===== config.mk =====
export PLATFORM = sky130hd
export DESIGN_NAME = fetch_sequencer_flat
export DESIGN_NICKNAME = d
export VERILOG_FILES = /design/src/rtl/fetch_sequencer_pkg.sv /design/src/rtl/fetch_sequencer_if.sv /design/src/rtl/fetch_sequencer_next_pc_calc.sv /design/src/rtl/fetch_sequencer.sv /design/src/flat_wrapper.sv
export SDC_FILE = /design/constraint.sdc
export NUM_CORES = 1
export LEC_CHECK = 0
export ABC_AREA = 1
export CORE_MARGIN = 2
export CORE_UTILIZATION = 51
export DETAILED_ROUTE_END_ITERATION = 10
export PLACE_DENSITY_LB_ADDON = 0.2
export SYNTH_ARGS = -nofsm -noshare
export SYNTH_HDL_FRONTEND = slang
export SYNTH_HIERARCHICAL = 1
export SYNTH_SLANG_ARGS = --single-unit

===== constraint.sdc =====
create_clock -name clk -period 3.1 [get_ports clk]
set_clock_uncertainty 0.15 [all_clocks]
set_input_delay 0.93 -clock clk [delete_from_list [all_inputs] [get_ports clk]]
set_output_delay 0.93 -clock clk [all_outputs]
set_load 0.01 [all_outputs]

===== src/rtl/fetch_sequencer_pkg.sv =====
// Shared fetch-side definitions: sequencer states, HALT encoding and default ROM geometry.
// The instruction ROM and decoder import the same defaults so the widths stay in step.
package fetch_pkg;

    localparam int FETCH_D = 12;
    localparam int FETCH_W = 9;
    localparam logic [FETCH_W-1:0] HALT_CODE = 9'h1FF;

    typedef enum logic [1:0] {
        IDLE = 2'd0,
        RUN  = 2'd1,
        DONE = 2'd2
    } fetch_state_t;

endpackage


===== src/rtl/fetch_sequencer_if.sv =====
// Bundles the control handshake, the ROM port and the decode-side outputs of the fetch sequencer.
// The sequencer connects through the master modport; its environment uses the slave modport.
interface fetch_sequencer_if #(
    parameter int D = fetch_pkg::FETCH_D,
    parameter int W = fetch_pkg::FETCH_W
);
    logic         start;
    logic         stall;
    logic         branch_taken;
    logic         branch_rel;
    logic [D-1:0] branch_target;
    logic [D-1:0] rom_addr;
    logic [W-1:0] rom_data;
    logic [W-1:0] instr;
    logic         instr_valid;
    logic [D-1:0] instr_pc;
    logic         busy;
    logic         done;

    modport master (
        input  start, stall, branch_taken, branch_rel, branch_target, rom_data,
        output rom_addr, instr, instr_valid, instr_pc, busy, done
    );

    modport slave (
        output start, stall, branch_taken, branch_rel, branch_target, rom_data,
        input  rom_addr, instr, instr_valid, instr_pc, busy, done
    );
endinterface


===== src/rtl/fetch_sequencer_next_pc_calc.sv =====
// Next-PC selection: sequential increment or taken-branch target (absolute or instr_pc-relative).
// All arithmetic is D bits wide, so the PC and relative targets wrap modulo 2**D for free.
module next_pc_calc
    import fetch_pkg::*;
#(
    parameter int D = FETCH_D
) (
    input  logic [D-1:0] pc_i,
    input  logic [D-1:0] instr_pc_i,
    input  logic [D-1:0] branch_target_i,
    input  logic         take_branch_i,
    input  logic         branch_rel_i,
    output logic [D-1:0] next_pc_o
);

    always_comb begin
        next_pc_o = pc_i + {{(D-1){1'b0}}, 1'b1};
        if (take_branch_i) begin
            // A negative offset is simply the two's-complement D-bit value; truncation gives the wrap.
            next_pc_o = branch_rel_i ? (instr_pc_i + branch_target_i) : branch_target_i;
        end
    end

endmodule


===== src/rtl/fetch_sequencer.sv =====
// Program counter and fetch controller: walks the instruction ROM, presents one registered
// instruction per cycle, applies branches with a one-bubble squash, honours stalls, stops on HALT.
module fetch_sequencer
    import fetch_pkg::*;
#(
    parameter int           D         = FETCH_D,
    parameter int           W         = FETCH_W,
    parameter logic [D-1:0] RESET_PC  = '0,
    parameter logic [W-1:0] HALT_CODE = fetch_pkg::HALT_CODE
) (
    input  logic                clk,
    input  logic                rst_n,
    fetch_sequencer_if.master   bus
);

    fetch_state_t state_q, state_d;
    logic [D-1:0] pc_q, pc_d;
    logic [W-1:0] instr_q, instr_d;
    logic         instr_valid_q, instr_valid_d;
    logic [D-1:0] instr_pc_q, instr_pc_d;
    logic         busy_q, busy_d;
    logic         done_q, done_d;

    logic         is_halt;
    logic         take_branch;
    logic [D-1:0] next_pc;

    assign is_halt     = instr_valid_q && (instr_q == HALT_CODE);
    assign take_branch = (state_q == RUN) && !bus.stall && instr_valid_q
                         && bus.branch_taken && !is_halt;

    next_pc_calc #(.D(D)) u_next_pc (
        .pc_i            (pc_q),
        .instr_pc_i      (instr_pc_q),
        .branch_target_i (bus.branch_target),
        .take_branch_i   (take_branch),
        .branch_rel_i    (bus.branch_rel),
        .next_pc_o       (next_pc)
    );

    always_comb begin
        state_d       = state_q;
        pc_d          = pc_q;
        instr_d       = instr_q;
        instr_valid_d = instr_valid_q;
        instr_pc_d    = instr_pc_q;

        unique case (state_q)
            IDLE, DONE: begin
                if (bus.start) begin
                    state_d       = RUN;
                    pc_d          = RESET_PC;
                    instr_valid_d = 1'b0;
                end
            end
            RUN: begin
                // HALT beats a taken branch; a branch squashes the word currently addressed by pc.
                if (!bus.stall) begin
                    if (is_halt) begin
                        state_d       = DONE;
                        instr_valid_d = 1'b0;
                    end else if (take_branch) begin
                        pc_d          = next_pc;
                        instr_valid_d = 1'b0;
                    end else begin
                        instr_d       = bus.rom_data;
                        instr_pc_d    = pc_q;
                        instr_valid_d = 1'b1;
                        pc_d          = next_pc;
                    end
                end
            end
            default: state_d = IDLE;
        endcase

        busy_d = (state_d == RUN);
        done_d = (state_d == DONE);
    end

    always_ff @(posedge clk or negedge rst_n) begin
        if (!rst_n) begin
            state_q       <= IDLE;
            pc_q          <= RESET_PC;
            instr_q       <= '0;
            instr_valid_q <= 1'b0;
            instr_pc_q    <= '0;
            busy_q        <= 1'b0;
            done_q        <= 1'b0;
        end else begin
            state_q       <= state_d;
            pc_q          <= pc_d;
            instr_q       <= instr_d;
            instr_valid_q <= instr_valid_d;
            instr_pc_q    <= instr_pc_d;
            busy_q        <= busy_d;
            done_q        <= done_d;
        end
    end

    assign bus.rom_addr    = pc_q;
    assign bus.instr       = instr_q;
    assign bus.instr_valid = instr_valid_q;
    assign bus.instr_pc    = instr_pc_q;
    assign bus.busy        = busy_q;
    assign bus.done        = done_q;

endmodule


===== src/flat_wrapper.sv =====
// flat-port wrapper written by rule: the top's interface ports become plain ports
module fetch_sequencer_flat import fetch_pkg::*;
#(
    parameter int           D         = FETCH_D,
    parameter int           W         = FETCH_W,
    parameter logic [D-1:0] RESET_PC  = '0,
    parameter logic [W-1:0] HALT_CODE = fetch_pkg::HALT_CODE
)
  (clk, rst_n, bus_start, bus_stall, bus_branch_taken, bus_branch_rel, bus_branch_target, bus_rom_data, bus_rom_addr, bus_instr, bus_instr_valid, bus_instr_pc, bus_busy, bus_done);
  fetch_sequencer_if #(.D(D), .W(W)) bus_i ();
  input  logic clk;
  input  logic rst_n;
  input wire logic [$bits(bus_i.start)-1:0] bus_start;
  input wire logic [$bits(bus_i.stall)-1:0] bus_stall;
  input wire logic [$bits(bus_i.branch_taken)-1:0] bus_branch_taken;
  input wire logic [$bits(bus_i.branch_rel)-1:0] bus_branch_rel;
  input wire logic [$bits(bus_i.branch_target)-1:0] bus_branch_target;
  input wire logic [$bits(bus_i.rom_data)-1:0] bus_rom_data;
  output wire logic [$bits(bus_i.rom_addr)-1:0] bus_rom_addr;
  output wire logic [$bits(bus_i.instr)-1:0] bus_instr;
  output wire logic [$bits(bus_i.instr_valid)-1:0] bus_instr_valid;
  output wire logic [$bits(bus_i.instr_pc)-1:0] bus_instr_pc;
  output wire logic [$bits(bus_i.busy)-1:0] bus_busy;
  output wire logic [$bits(bus_i.done)-1:0] bus_done;
  assign bus_i.start = bus_start;
  assign bus_i.stall = bus_stall;
  assign bus_i.branch_taken = bus_branch_taken;
  assign bus_i.branch_rel = bus_branch_rel;
  assign bus_i.branch_target = bus_branch_target;
  assign bus_i.rom_data = bus_rom_data;
  assign bus_rom_addr = bus_i.rom_addr;
  assign bus_instr = bus_i.instr;
  assign bus_instr_valid = bus_i.instr_valid;
  assign bus_instr_pc = bus_i.instr_pc;
  assign bus_busy = bus_i.busy;
  assign bus_done = bus_i.done;
  fetch_sequencer #(.D(D), .W(W), .RESET_PC(RESET_PC), .HALT_CODE(HALT_CODE)) u_core (.clk(clk), .rst_n(rst_n), .bus(bus_i));
endmodule

==> reports/results.ini <==
[outcome]
status = completed

[worst_setup_path]
cp.arrival_ps = 2980
cp.required_ps = 3180
cpMostUsedCell = nand2_1
crit_chain = clkdlybuf4s50_1 -> ha_1 -> inv_1 -> fa_2 -> nor2_2 -> o21ai_0 -> a21o_1 -> nand3_1 -> nand2_1 -> nand2_1 -> inv_1 -> nor2_1 -> nand3_1 -> nand2_1
startpoint_type = input port
path_class = in2reg
cp-end-kind = flop
max_stage_delay_ps = 490
crit_path_top_delay_cell = clkdlybuf4s50_1
cp_max_fo = 3

[global_route]
grt_overflow = 0
grt_max_degree = 39
grt_pass1_wl_mm = 12.6
grt_util_all_layers_pct = 25.9
grt_antenna_before_repair = 0
grt_pass1_vias = 2747

[job]
maxCapViolations = 0

[power_and_ir_drop]
p_leak_uw = 0.00186
pwr-share-clk_pct = 14.1
pwr-share-seq_pct = 32.8
worst_ir_drop_vdd_uv = 522
power.internal_uw = 1470
combPwrFrac_pct = 53.1
switchingPower_uw = 1080
power_density_nw_per_um2 = 700
swShare_pct = 42.3

[synth]
synth_cells = 417
syn_area_sq_um = 2820
synth_fp_nets = 457
synth_warnings = 6
ys_ff_latch = 38
async_reset_ff_share_pct = 100
synth-edff-count = 0
syn-mean-instance-area_sq_um = 6.76
ys_types = 33
synth-seq-area-share_pct = 33.7
synth.area.top_cells = dfrtp_1 (34%), nand2_1 (19%), inv_1 (6.4%)
synth_ff_type = dfrtp_1
synthMostInstantiatedCell = nand2_1
synthTopCellsByCount = nand2_1 (145), inv_1 (48), nor2_1 (43)
synth_top_area_share_pct = 33.7
yosysTopAreaCell = dfrtp_1

[floorplanning]
num_rows = 27
die-area_sq_um = 6140
fp.dieW_microns = 78.3
dieHeight_microns = 78.3
coreArea_sq_um = 5410
boundaryPins = 63
start_util_pct = 52.2

[placement]
dp.cells = 549
pre_cts_ws_ps = -167
gp_congestion = 0.882
dp_hpwl_mm = 5.62
numPortBuffers = 62

[clocking]
cts_buffer_depth = 2
clk_pin_slew_ps = 80
cts_made_buffers = 5
cts_hold_buf = 0
htree_levels = 2
cts_tree = built
cts-root-buf = clkbuf_8
ctsResizeCount = 0
post-cts-setup-buffers = 0
clock_latency_ps = 300
cts_sinks = 38

[layout]
final_cells = 557
seq_area_sq_um = 951
multi_input_area_sq_um = 1600
final_nets = 524
layout-drive-gt1-share_pct = 8.04
diodes = 0
fill_cells = 508
area_delta_synth_final_pct = 28.8

[timing]
worstMarginPinSlew_ps = 827
period_share_pct = 93.6
timing.fmax_mhz = 345
fin_ws_ps = 199
rsz0062_at_grt = false
setup_viol = 0
slew_violations = 0
slew-limit-headroom_pct = 44.8
hold_violations = 0
fin_crit_ps = 2900

[route]
routed_wl_mm = 7.89
via_per_inst = 5.31
first_pass_iters = 4
via_count = 2958
ant_nets = 0
drc = 0
drtIter0Drc = 141
detail_route.wl_per_cell_microns = 14.2

[min_path]
hp-class = reg2reg

[final timing paths]
kind	to	depth (start not counted)	slack (ps)	start
worst min-delay path	u_core/bus.instr[8]	2	360	u_core/bus.instr[8]
worst max-delay path	u_core/bus.rom_addr[8]	14	200	bus_branch_target[0]
worst min register to register	u_core/bus.instr[8]	2	360	u_core/bus.instr[8]
max in group asynchronous	u_core/bus.instr_pc[8]	1	1700	rst_n
min in group asynchronous	u_core/bus.instr[0]	1	580	rst_n
worst max register to register	u_core/bus.rom_addr[8]	14	780	u_core/state_q[1]
[per-stage QoR]
step	hold WS (ps)	utilization [%]	instance area, sq um	setup TNS, ps	power (uW)
6_report	358	67.2	3630	0	2540
5_1_grt	384	67.2	3630	0	2740
4_1_cts	360	67.1	3620	0	2540
3_5_place_dp	339	65.3	3530	-456	2170
3_3_place_gp	333	65.3	3530	-41.2	2140
2_1_floorplan	372	-	2820	0	1620
[power groups by stage]
stage	clock (uW)	sequential (uW)	combinational, uW
6_report	359	834	1350
3_3_place_gp	0	836	1310
3_5_place_dp	0	839	1330
4_1_cts	364	832	1340
2_1_floorplan	0	864	752
5_1_grt	381	854	1510
[cells in the final DEF (no fill, tap or decap), types with 2 or more instances in the layout]
master,instances
a21boi_0,2
a21oi_1,5
buf_4,13
clkbuf_8,6
clkdlybuf4s50_1,61
dfrtp_1,38
ha_1,12
inv_1,48
nand2_1,145
nand2_2,4
nand3_1,33
nand3_2,2
nand4_1,28
nor2_1,42
nor2_2,4
nor3_2,2
o21ai_0,10
o22ai_1,3
or2_2,2
xnor2_1,4
xor2_1,7
[metal layers]
| layer | track usage, % | vias up | part of all wire, % |
|---|---|---|---|
| li1 | - | 1467 | - |
| met3 | 4.14 | 13 | 6.3 |
| met4 | 7.19 | 0 | 1.6 |
| met1 | 33.4 | 1377 | 43 |
| met5 | 0 | - | 0 |
| met2 | 45.2 | 101 | 49 |
[registers in the layout (all words and copies together), names as in the netlist]
signal and cells:
u_core/bus.busy 1, u_core/bus.done 1, u_core/bus.instr 9, u_core/bus.rom_addr 12
u_core/bus.instr_valid 1, u_core/state_q 2, u_core/bus.instr_pc 12
[cells by family (layout without fill, tap and decap cells)]
| logic type | after synthesis | count (layout) | share of synthesized area [%] |
|---|---|---|---|
| DFF | 38 | 38 | 33.7 |
| buffers and inverters | 64 | 132 | 9.81 |
| AOI/OAI and AO/OA | 25 | 25 | 5.42 |
| xor gates and xnor gates | 11 | 11 | 3.42 |
| adders and majority gates | 13 | 13 | 6.04 |
| and+or+nand+nor | 266 | 266 | 41.6 |
[worst max-delay path: cells and delay by family]
| family | cells | cell delay [ps] |
|---|---|---|
| AND/OR/NAND/NOR | 7 | 590 |
| buffers and inverters | 3 | 580 |
| adder cells (fa/ha/maj) | 2 | 540 |
| AO/OA/AOI/OAI | 2 | 320 |
[area by class of cell]
class                   instances  area share, %
inverters                      49           5.07
clock inverters                 2          0.345
multi-input cells             315           44.0
clock buffers                   6           2.28
well taps                      72           2.48
repair buffers                 75           19.6
flip-flops and latches         38           26.2
No activity file was read; power rests on OpenSTA's default activity.
